File: config.mk
export PLATFORM = sky130hd
export DESIGN_NAME = alu_share_arb_flat
export DESIGN_NICKNAME = d
export VERILOG_FILES = /design/src/rtl/alu_share_arb_if.sv /design/src/rtl/alu_share_arb.sv /design/src/flat_wrapper.sv
export SDC_FILE = /design/constraint.sdc
export NUM_CORES = 1
export LEC_CHECK = 0
export ABC_AREA = 1
export BUFFER_PORTS_ARGS = -buffer_cell sky130_fd_sc_hd__buf_2
export CAP_MARGIN = 20
export CORE_MARGIN = 10
export CORE_UTILIZATION = 44
export CTS_BUF_LIST = sky130_fd_sc_hd__clkbuf_2 sky130_fd_sc_hd__clkbuf_4 sky130_fd_sc_hd__clkbuf_8
export CTS_CLUSTER_DIAMETER = 100
export CTS_CLUSTER_SIZE = 10
export DETAILED_ROUTE_END_ITERATION = 6
export HOLD_SLACK_MARGIN = 0.15
export PLACE_DENSITY = 0.82
export SYNTH_ARGS = -nofsm -noshare
export SYNTH_HDL_FRONTEND = slang
export SYNTH_SLANG_ARGS = --single-unit
export TNS_END_PERCENT = 5
File: constraint.sdc
create_clock -name clock -period 1.7 [get_ports clock]
set_clock_uncertainty 0.15 [all_clocks]
set_input_delay 0.34 -clock clock [delete_from_list [all_inputs] [get_ports clock]]
set_output_delay 0.34 -clock clock [all_outputs]
set_load 0.01 [all_outputs]
File: src/rtl/alu_share_arb_if.sv
// -----------------------------------------------------------------------------
// alu_share_arb_if
// Bundle of every handshake/bus signal around the shared-ALU arbiter.
//   req0_* / req1_* : two requester channels (valid/ready + opcode/shamt/a/b)
//   alu_*           : registered operands out to the ALU, result/flags back
//   rsp_*           : single tagged response channel (valid/ready + id/result/flags)
//   busy            : arbiter has a transaction in flight
// Modports:
//   slave  : the arbiter side (alu_share_arb)
//   master : the environment side (requesters, ALU and response consumer)
// -----------------------------------------------------------------------------
interface alu_share_arb_if;
    logic        req0_valid;
    logic        req0_ready;
    logic [4:0]  req0_opcode;
    logic [4:0]  req0_shamt;
    logic [31:0] req0_a;
    logic [31:0] req0_b;

    logic        req1_valid;
    logic        req1_ready;
    logic [4:0]  req1_opcode;
    logic [4:0]  req1_shamt;
    logic [31:0] req1_a;
    logic [31:0] req1_b;

    logic [4:0]  alu_opcode;
    logic [4:0]  alu_shamt;
    logic [31:0] alu_a;
    logic [31:0] alu_b;
    logic [31:0] alu_result;
    logic        alu_ne;
    logic        alu_lt;
    logic        alu_ovf;

    logic        rsp_valid;
    logic        rsp_ready;
    logic        rsp_id;
    logic [31:0] rsp_result;
    logic        rsp_ne;
    logic        rsp_lt;
    logic        rsp_ovf;

    logic        busy;

    modport slave (
        input  req0_valid, req0_opcode, req0_shamt, req0_a, req0_b,
        output req0_ready,
        input  req1_valid, req1_opcode, req1_shamt, req1_a, req1_b,
        output req1_ready,
        output alu_opcode, alu_shamt, alu_a, alu_b,
        input  alu_result, alu_ne, alu_lt, alu_ovf,
        output rsp_valid, rsp_id, rsp_result, rsp_ne, rsp_lt, rsp_ovf,
        input  rsp_ready,
        output busy
    );

    modport master (
        output req0_valid, req0_opcode, req0_shamt, req0_a, req0_b,
        input  req0_ready,
        output req1_valid, req1_opcode, req1_shamt, req1_a, req1_b,
        input  req1_ready,
        input  alu_opcode, alu_shamt, alu_a, alu_b,
        output alu_result, alu_ne, alu_lt, alu_ovf,
        input  rsp_valid, rsp_id, rsp_result, rsp_ne, rsp_lt, rsp_ovf,
        output rsp_ready,
        input  busy
    );
endinterface

File: src/rtl/alu_share_arb.sv
// -----------------------------------------------------------------------------
// alu_share_arb
// Two-requester arbiter/sequencer for the single shared 32-bit ALU.
// One transaction in flight: IDLE (grant) -> EXEC (ALU evaluates registered
// operands) -> RESP (tagged result held until rsp_ready).
// Parameters:
//   FIXED_PRIO : 0 = round-robin between requesters, 1 = requester 0 wins ties
// Optional feature macro:
//   ALU_ARB_FLAGS_EN : when defined, alu_ne/alu_lt/alu_ovf are captured and
//                      returned on rsp_ne/rsp_lt/rsp_ovf; otherwise those
//                      outputs are tied low and the flag inputs are ignored.
// Ports:
//   clock   : rising-edge clock
//   reset_n : asynchronous active-low reset
//   bus     : alu_share_arb_if.slave (requests, ALU drive/return, response, busy)
// -----------------------------------------------------------------------------
module alu_share_arb #(
    parameter int unsigned FIXED_PRIO = 0
) (
    input  logic                 clock,
    input  logic                 reset_n,
    alu_share_arb_if.slave       bus
);

    typedef enum logic [1:0] {
        ST_IDLE = 2'd0,
        ST_EXEC = 2'd1,
        ST_RESP = 2'd2
    } state_t;

    localparam bit FIXED_PRIO_C = (FIXED_PRIO != 0);

    state_t      state_r;
    logic        ptr_r;          // requester that wins the next tie (round-robin)
    logic        grant0_s;
    logic        grant1_s;
    logic [4:0]  alu_opcode_r;
    logic [4:0]  alu_shamt_r;
    logic [31:0] alu_a_r;
    logic [31:0] alu_b_r;
    logic        rsp_valid_r;
    logic        rsp_id_r;
    logic [31:0] rsp_result_r;
    logic        busy_r;

    // Grant decode: only in IDLE and out of reset; follows the live valids so a
    // requester withdrawing valid is never granted.
    always_comb begin
        grant0_s = 1'b0;
        grant1_s = 1'b0;
        if ((state_r == ST_IDLE) && reset_n) begin
            if (bus.req0_valid && bus.req1_valid) begin
                if (FIXED_PRIO_C || (ptr_r == 1'b0)) begin
                    grant0_s = 1'b1;
                end else begin
                    grant1_s = 1'b1;
                end
            end else if (bus.req0_valid) begin
                grant0_s = 1'b1;
            end else if (bus.req1_valid) begin
                grant1_s = 1'b1;
            end else begin
                grant0_s = 1'b0;
                grant1_s = 1'b0;
            end
        end else begin
            grant0_s = 1'b0;
            grant1_s = 1'b0;
        end
    end

    // Sequencer: accept/latch operands, capture the ALU result, hold the response.
    always_ff @(posedge clock or negedge reset_n) begin
        if (!reset_n) begin
            state_r      <= ST_IDLE;
            ptr_r        <= 1'b0;
            alu_opcode_r <= 5'd0;
            alu_shamt_r  <= 5'd0;
            alu_a_r      <= 32'd0;
            alu_b_r      <= 32'd0;
            rsp_valid_r  <= 1'b0;
            rsp_id_r     <= 1'b0;
            rsp_result_r <= 32'd0;
            busy_r       <= 1'b0;
        end else begin
            case (state_r)
                ST_IDLE: begin
                    if (grant0_s || grant1_s) begin
                        alu_opcode_r <= grant0_s ? bus.req0_opcode : bus.req1_opcode;
                        alu_shamt_r  <= grant0_s ? bus.req0_shamt  : bus.req1_shamt;
                        alu_a_r      <= grant0_s ? bus.req0_a      : bus.req1_a;
                        alu_b_r      <= grant0_s ? bus.req0_b      : bus.req1_b;
                        rsp_id_r     <= grant1_s;
                        // Hand the tie to the requester that was not just served.
                        ptr_r        <= grant0_s;
                        busy_r       <= 1'b1;
                        state_r      <= ST_EXEC;
                    end
                end
                ST_EXEC: begin
                    rsp_result_r <= bus.alu_result;
                    rsp_valid_r  <= 1'b1;
                    state_r      <= ST_RESP;
                end
                ST_RESP: begin
                    if (bus.rsp_ready) begin
                        rsp_valid_r <= 1'b0;
                        busy_r      <= 1'b0;
                        state_r     <= ST_IDLE;
                    end
                end
                default: begin
                    rsp_valid_r <= 1'b0;
                    busy_r      <= 1'b0;
                    state_r     <= ST_IDLE;
                end
            endcase
        end
    end

    assign bus.req0_ready = grant0_s;
    assign bus.req1_ready = grant1_s;
    assign bus.alu_opcode = alu_opcode_r;
    assign bus.alu_shamt  = alu_shamt_r;
    assign bus.alu_a      = alu_a_r;
    assign bus.alu_b      = alu_b_r;
    assign bus.rsp_valid  = rsp_valid_r;
    assign bus.rsp_id     = rsp_id_r;
    assign bus.rsp_result = rsp_result_r;
    assign bus.busy       = busy_r;

`ifdef ALU_ARB_FLAGS_EN
    logic rsp_ne_r;
    logic rsp_lt_r;
    logic rsp_ovf_r;

    // Flag capture alongside the result; meaning of each flag is the ALU's.
    always_ff @(posedge clock or negedge reset_n) begin
        if (!reset_n) begin
            rsp_ne_r  <= 1'b0;
            rsp_lt_r  <= 1'b0;
            rsp_ovf_r <= 1'b0;
        end else if (state_r == ST_EXEC) begin
            rsp_ne_r  <= bus.alu_ne;
            rsp_lt_r  <= bus.alu_lt;
            rsp_ovf_r <= bus.alu_ovf;
        end
    end

    assign bus.rsp_ne  = rsp_ne_r;
    assign bus.rsp_lt  = rsp_lt_r;
    assign bus.rsp_ovf = rsp_ovf_r;
`else
    logic unused_flags_s;
    assign unused_flags_s = bus.alu_ne ^ bus.alu_lt ^ bus.alu_ovf;
    assign bus.rsp_ne  = 1'b0;
    assign bus.rsp_lt  = 1'b0;
    assign bus.rsp_ovf = 1'b0;
`endif

endmodule

File: src/flat_wrapper.sv
// flat-port wrapper written by rule: the top's interface ports become plain ports
module alu_share_arb_flat 
#(
    parameter int unsigned FIXED_PRIO = 0
)
  (clock, reset_n, bus_req0_valid, bus_req0_opcode, bus_req0_shamt, bus_req0_a, bus_req0_b, bus_req0_ready, bus_req1_valid, bus_req1_opcode, bus_req1_shamt, bus_req1_a, bus_req1_b, bus_req1_ready, bus_alu_opcode, bus_alu_shamt, bus_alu_a, bus_alu_b, bus_alu_result, bus_alu_ne, bus_alu_lt, bus_alu_ovf, bus_rsp_valid, bus_rsp_id, bus_rsp_result, bus_rsp_ne, bus_rsp_lt, bus_rsp_ovf, bus_rsp_ready, bus_busy);
  alu_share_arb_if bus_i ();
  input  logic clock;
  input  logic reset_n;
  input wire logic [$bits(bus_i.req0_valid)-1:0] bus_req0_valid;
  input wire logic [$bits(bus_i.req0_opcode)-1:0] bus_req0_opcode;
  input wire logic [$bits(bus_i.req0_shamt)-1:0] bus_req0_shamt;
  input wire logic [$bits(bus_i.req0_a)-1:0] bus_req0_a;
  input wire logic [$bits(bus_i.req0_b)-1:0] bus_req0_b;
  output wire logic [$bits(bus_i.req0_ready)-1:0] bus_req0_ready;
  input wire logic [$bits(bus_i.req1_valid)-1:0] bus_req1_valid;
  input wire logic [$bits(bus_i.req1_opcode)-1:0] bus_req1_opcode;
  input wire logic [$bits(bus_i.req1_shamt)-1:0] bus_req1_shamt;
  input wire logic [$bits(bus_i.req1_a)-1:0] bus_req1_a;
  input wire logic [$bits(bus_i.req1_b)-1:0] bus_req1_b;
  output wire logic [$bits(bus_i.req1_ready)-1:0] bus_req1_ready;
  output wire logic [$bits(bus_i.alu_opcode)-1:0] bus_alu_opcode;
  output wire logic [$bits(bus_i.alu_shamt)-1:0] bus_alu_shamt;
  output wire logic [$bits(bus_i.alu_a)-1:0] bus_alu_a;
  output wire logic [$bits(bus_i.alu_b)-1:0] bus_alu_b;
  input wire logic [$bits(bus_i.alu_result)-1:0] bus_alu_result;
  input wire logic [$bits(bus_i.alu_ne)-1:0] bus_alu_ne;
  input wire logic [$bits(bus_i.alu_lt)-1:0] bus_alu_lt;
  input wire logic [$bits(bus_i.alu_ovf)-1:0] bus_alu_ovf;
  output wire logic [$bits(bus_i.rsp_valid)-1:0] bus_rsp_valid;
  output wire logic [$bits(bus_i.rsp_id)-1:0] bus_rsp_id;
  output wire logic [$bits(bus_i.rsp_result)-1:0] bus_rsp_result;
  output wire logic [$bits(bus_i.rsp_ne)-1:0] bus_rsp_ne;
  output wire logic [$bits(bus_i.rsp_lt)-1:0] bus_rsp_lt;
  output wire logic [$bits(bus_i.rsp_ovf)-1:0] bus_rsp_ovf;
  input wire logic [$bits(bus_i.rsp_ready)-1:0] bus_rsp_ready;
  output wire logic [$bits(bus_i.busy)-1:0] bus_busy;
  assign bus_i.req0_valid = bus_req0_valid;
  assign bus_i.req0_opcode = bus_req0_opcode;
  assign bus_i.req0_shamt = bus_req0_shamt;
  assign bus_i.req0_a = bus_req0_a;
  assign bus_i.req0_b = bus_req0_b;
  assign bus_req0_ready = bus_i.req0_ready;
  assign bus_i.req1_valid = bus_req1_valid;
  assign bus_i.req1_opcode = bus_req1_opcode;
  assign bus_i.req1_shamt = bus_req1_shamt;
  assign bus_i.req1_a = bus_req1_a;
  assign bus_i.req1_b = bus_req1_b;
  assign bus_req1_ready = bus_i.req1_ready;
  assign bus_alu_opcode = bus_i.alu_opcode;
  assign bus_alu_shamt = bus_i.alu_shamt;
  assign bus_alu_a = bus_i.alu_a;
  assign bus_alu_b = bus_i.alu_b;
  assign bus_i.alu_result = bus_alu_result;
  assign bus_i.alu_ne = bus_alu_ne;
  assign bus_i.alu_lt = bus_alu_lt;
  assign bus_i.alu_ovf = bus_alu_ovf;
  assign bus_rsp_valid = bus_i.rsp_valid;
  assign bus_rsp_id = bus_i.rsp_id;
  assign bus_rsp_result = bus_i.rsp_result;
  assign bus_rsp_ne = bus_i.rsp_ne;
  assign bus_rsp_lt = bus_i.rsp_lt;
  assign bus_rsp_ovf = bus_i.rsp_ovf;
  assign bus_i.rsp_ready = bus_rsp_ready;
  assign bus_busy = bus_i.busy;
  alu_share_arb #(.FIXED_PRIO(FIXED_PRIO)) u_core (.clock(clock), .reset_n(reset_n), .bus(bus_i));
endmodule
==> flow_summary_export.csv <==
group,metric,value,unit
timing,finalCritPeriodShare,109,%
timing,tightestPinTransition,0.821,ns
cts,h-tree-depth,3,
placed_design,port_buffers,295,
worst_setup_path,critical_path_required,1.21,ns
routing,wirelength,23500,um
cts,clock_path_buffers,2,
synth,synth-async-reset-ratio,100,%
hold_path,holdPathEnd,"u_core.bus.rsp_id",
job,cap_violations,0,
die,core_region_area,10800,um^2
power,leakage,4.33,nW
grt,grtUsageTotal,27.4,%
synth,yosysTopAreaCell,"dfrtp_1",
hold_path,hold_class,"in -> reg",
finish,final_nets,1185,
timing,hold_viol,0,
worst_setup_path,path_max_fanout,5,
run_status,status,"finished, violations left",
grt,grt_pass1_wl,34700,um
synth,synth-edff-count,0,
synth,synth_cells,509,
die,start_util,44.8,%
worst_setup_path,start_kind,"register",
routing,wl_per_cell,20.5,um
worst_setup_path,r2r_cells,10,
routing,drt_iter0_markers,658,
synth,synth-seq-cells,112,
die,die_area,15600,um^2
timing,rsz0062_at_grt,"yes",
hold_path,hold_path_depth,5,
synth,syn_avg_cell_area,9.49,um^2
cts,cts_tree,"done",
cts,numCtsBuffers,9,
power,power.density,1430,nW/um^2
timing,timing.fmax,538,MHz
timing,tns,-1.75,ns
die,rows,38,
synth,yosysMostFrequentCell,"nand2_1",
timing,max_slew_margin,45.2,%
worst_setup_path,worst-setup-path-type,"reg -> out",
worst_setup_path,r2r-end,"u_core.bus.alu_b[19]",
worst_setup_path,timing.rr.start,"u_core.state_r[1]",
die,die_w,125,um
synth,seq_area_frac_synth,58.0,%
timing,worst_slack,-0.160,ns
synth,synth_area,4830,um^2
timing,slew_viol_final,0,
cts,cts_root_buf,"clkbuf_8",
synth,yosys-top-cells-count,"nand2_1, dfrtp_1, nor2_1",
synth,synth_ff_type,"dfrtp_1",
grt,grt-ovfl-total,0,
grt,grt_pass1_vias,6365,
worst_setup_path,r2r_slack,-0.09,ns
routing,dr.pass1.iters,7,
hold_path,holdCritStartpoint,"bus_req0_valid",
timing,hold_ws,0.274,ns
routing,vias,6011,
placed_design,place_congestion,0.839,
die,die_y,125,um
routing,ant_nets,0,
grt,grt_antenna_before_repair,5,
synth,yosys-top-cells-area,"dfrtp_1, nand2_1, a31oi_1, mux2_2, nor2_1",
placed_design,pre_cts_ws,-0.0396,ns
worst_setup_path,arrival,1.37,ns
finish,drive_gt1_share,39.1,%
synth,ys_warn_count,0,
finish,fill_cells,557,
finish,area_growth,84.0,%
cts,path_clk_slew,0.10,ns
synth,synth_top_area_share,58.0,%
timing,post-route-min-period,1.86,ns
routing,drc,0,
timing,setup_violations,49,
routing,vias_per_cell,5.24,
cts,insertion_delay,0.35,ns
worst_setup_path,end_kind,"output pin",
run_status,violations,"setup timing",
synth,synth_cell_types,19,
power,ir_drop,826,uV
placed_design,dpl.hpwl,12900,um
die,io_pins,302,
cts,cts_sinks,112,
grt,grt_max_degree,66,
sequential cells by signal, summed over array words and instances, names as in the netlist:
| register | flops |
|---|---|
| u_core.bus.rsp_valid | 1 |
| u_core.ptr_r | 1 |
| u_core.bus.alu_b | 32 |
| u_core.state_r | 2 |
| u_core.bus.rsp_result | 32 |
| u_core.bus.alu_a | 32 |
| u_core.bus.busy | 1 |
| u_core.bus.alu_opcode | 5 |
| u_core.bus.rsp_id | 1 |
| u_core.bus.alu_shamt | 5 |
cell type report:
cell class	instances	area [um^2]	area share, %
inverter	10	47.5	0.535
antenna	6	15.0	0.169
clock inverter	6	77.6	0.873
clock buffer	9	124	1.39
sequential	112	2800	31.5
timing repair buffer	512	3810	42.9
tap	140	175	1.97
multi-input combinational	352	1840	20.7
critical path, stage by stage, from the launching register on:
cell	delay, ns
dfrtp_1	0.41
inv_2	0.08
nand2_4	0.05
nor2_4	0.11
buf_6	0.11
nand2_4	0.07
inv_8	0.08
buf_6	0.11
cell families after synthesis:
| group | Yosys count | share of synthesized area [%] |
|---|---|---|
| and+or+nand+nor | 238 | 19.0 |
| other | 1 | 0.0776 |
| buffers and inverters | 48 | 5.46 |
| DFF | 112 | 58.0 |
| muxes | 32 | 7.46 |
| AOI/OAI and AO/OA | 78 | 10.0 |
where the power goes:
part	total (mW)	internal (mW)	switching (mW)
clock network	1.68	0.705	0.975
registers	4.77	3.98	0.790
logic	6.26	2.88	3.38
total	12.7	7.57	5.14
layout by cell type, fill, tap and decap left out, types with 8 or more instances in the layout:
cell and instances:
clkbuf_8 9, a31oi_1 73, dlygate4sd3_1 182, dfrtp_1 112, buf_4 13, mux2_2 32, nor2_1 73, buf_6 9
nand2_1 155, buf_2 292, buf_12 8
worst max path at each step:
stage,to,from,cells after the start,slack (ns)
floorplan,u_core.bus.alu_a[0],u_core.state_r[0],8,0.21
global placement,u_core.bus.alu_a[0],bus_req0_valid,8,0.03
detailed placement,u_core.bus.alu_a[20],bus_req0_valid,8,-0.04
CTS,bus_req1_ready,u_core.state_r[1],7,-0.20
global route,bus_req0_ready,u_core.state_r[0],7,-0.25
finish,bus_req0_ready,u_core.state_r[1],7,-0.16
per-layer routing:
metal | vias to the layer above | routed length [um] | part of all wire, % | GRT usage, %
met1 | 2815 | 7900 | 34 | 28.3
met5 | - | 0 | 0 | 0
met4 | 0 | 1370 | 5.8 | 16.9
met3 | 122 | 2190 | 9.3 | 7.79
li1 | 2666 | - | - | -
met2 | 408 | 12000 | 51 | 48.0
repair_timing:
action / in CTS / in global routing
endpoints found under the hold margin: 219 / 0
buffers inserted: 4 / 8
hold buffers: 182 / 0
endpoints found under the setup margin: 9 / 78
pin swaps: 2 / 4
gates resized for setup: 13 / 21
gates cloned: 0 / 6
metrics by stage:
stage	std cells	util, %	power, mW	instance area (um^2)
2_1_floorplan	511	-	7.51	4840
3_5_place_dp	926	60.2	9.90	6490
4_1_cts	1127	79.6	12.0	8590
6_report	1147	82.4	12.7	8890
5_1_grt	1147	82.4	13.4	8890
3_3_place_gp	926	60.2	9.72	6490
Note: power is estimated with default switching activity, not from simulation.
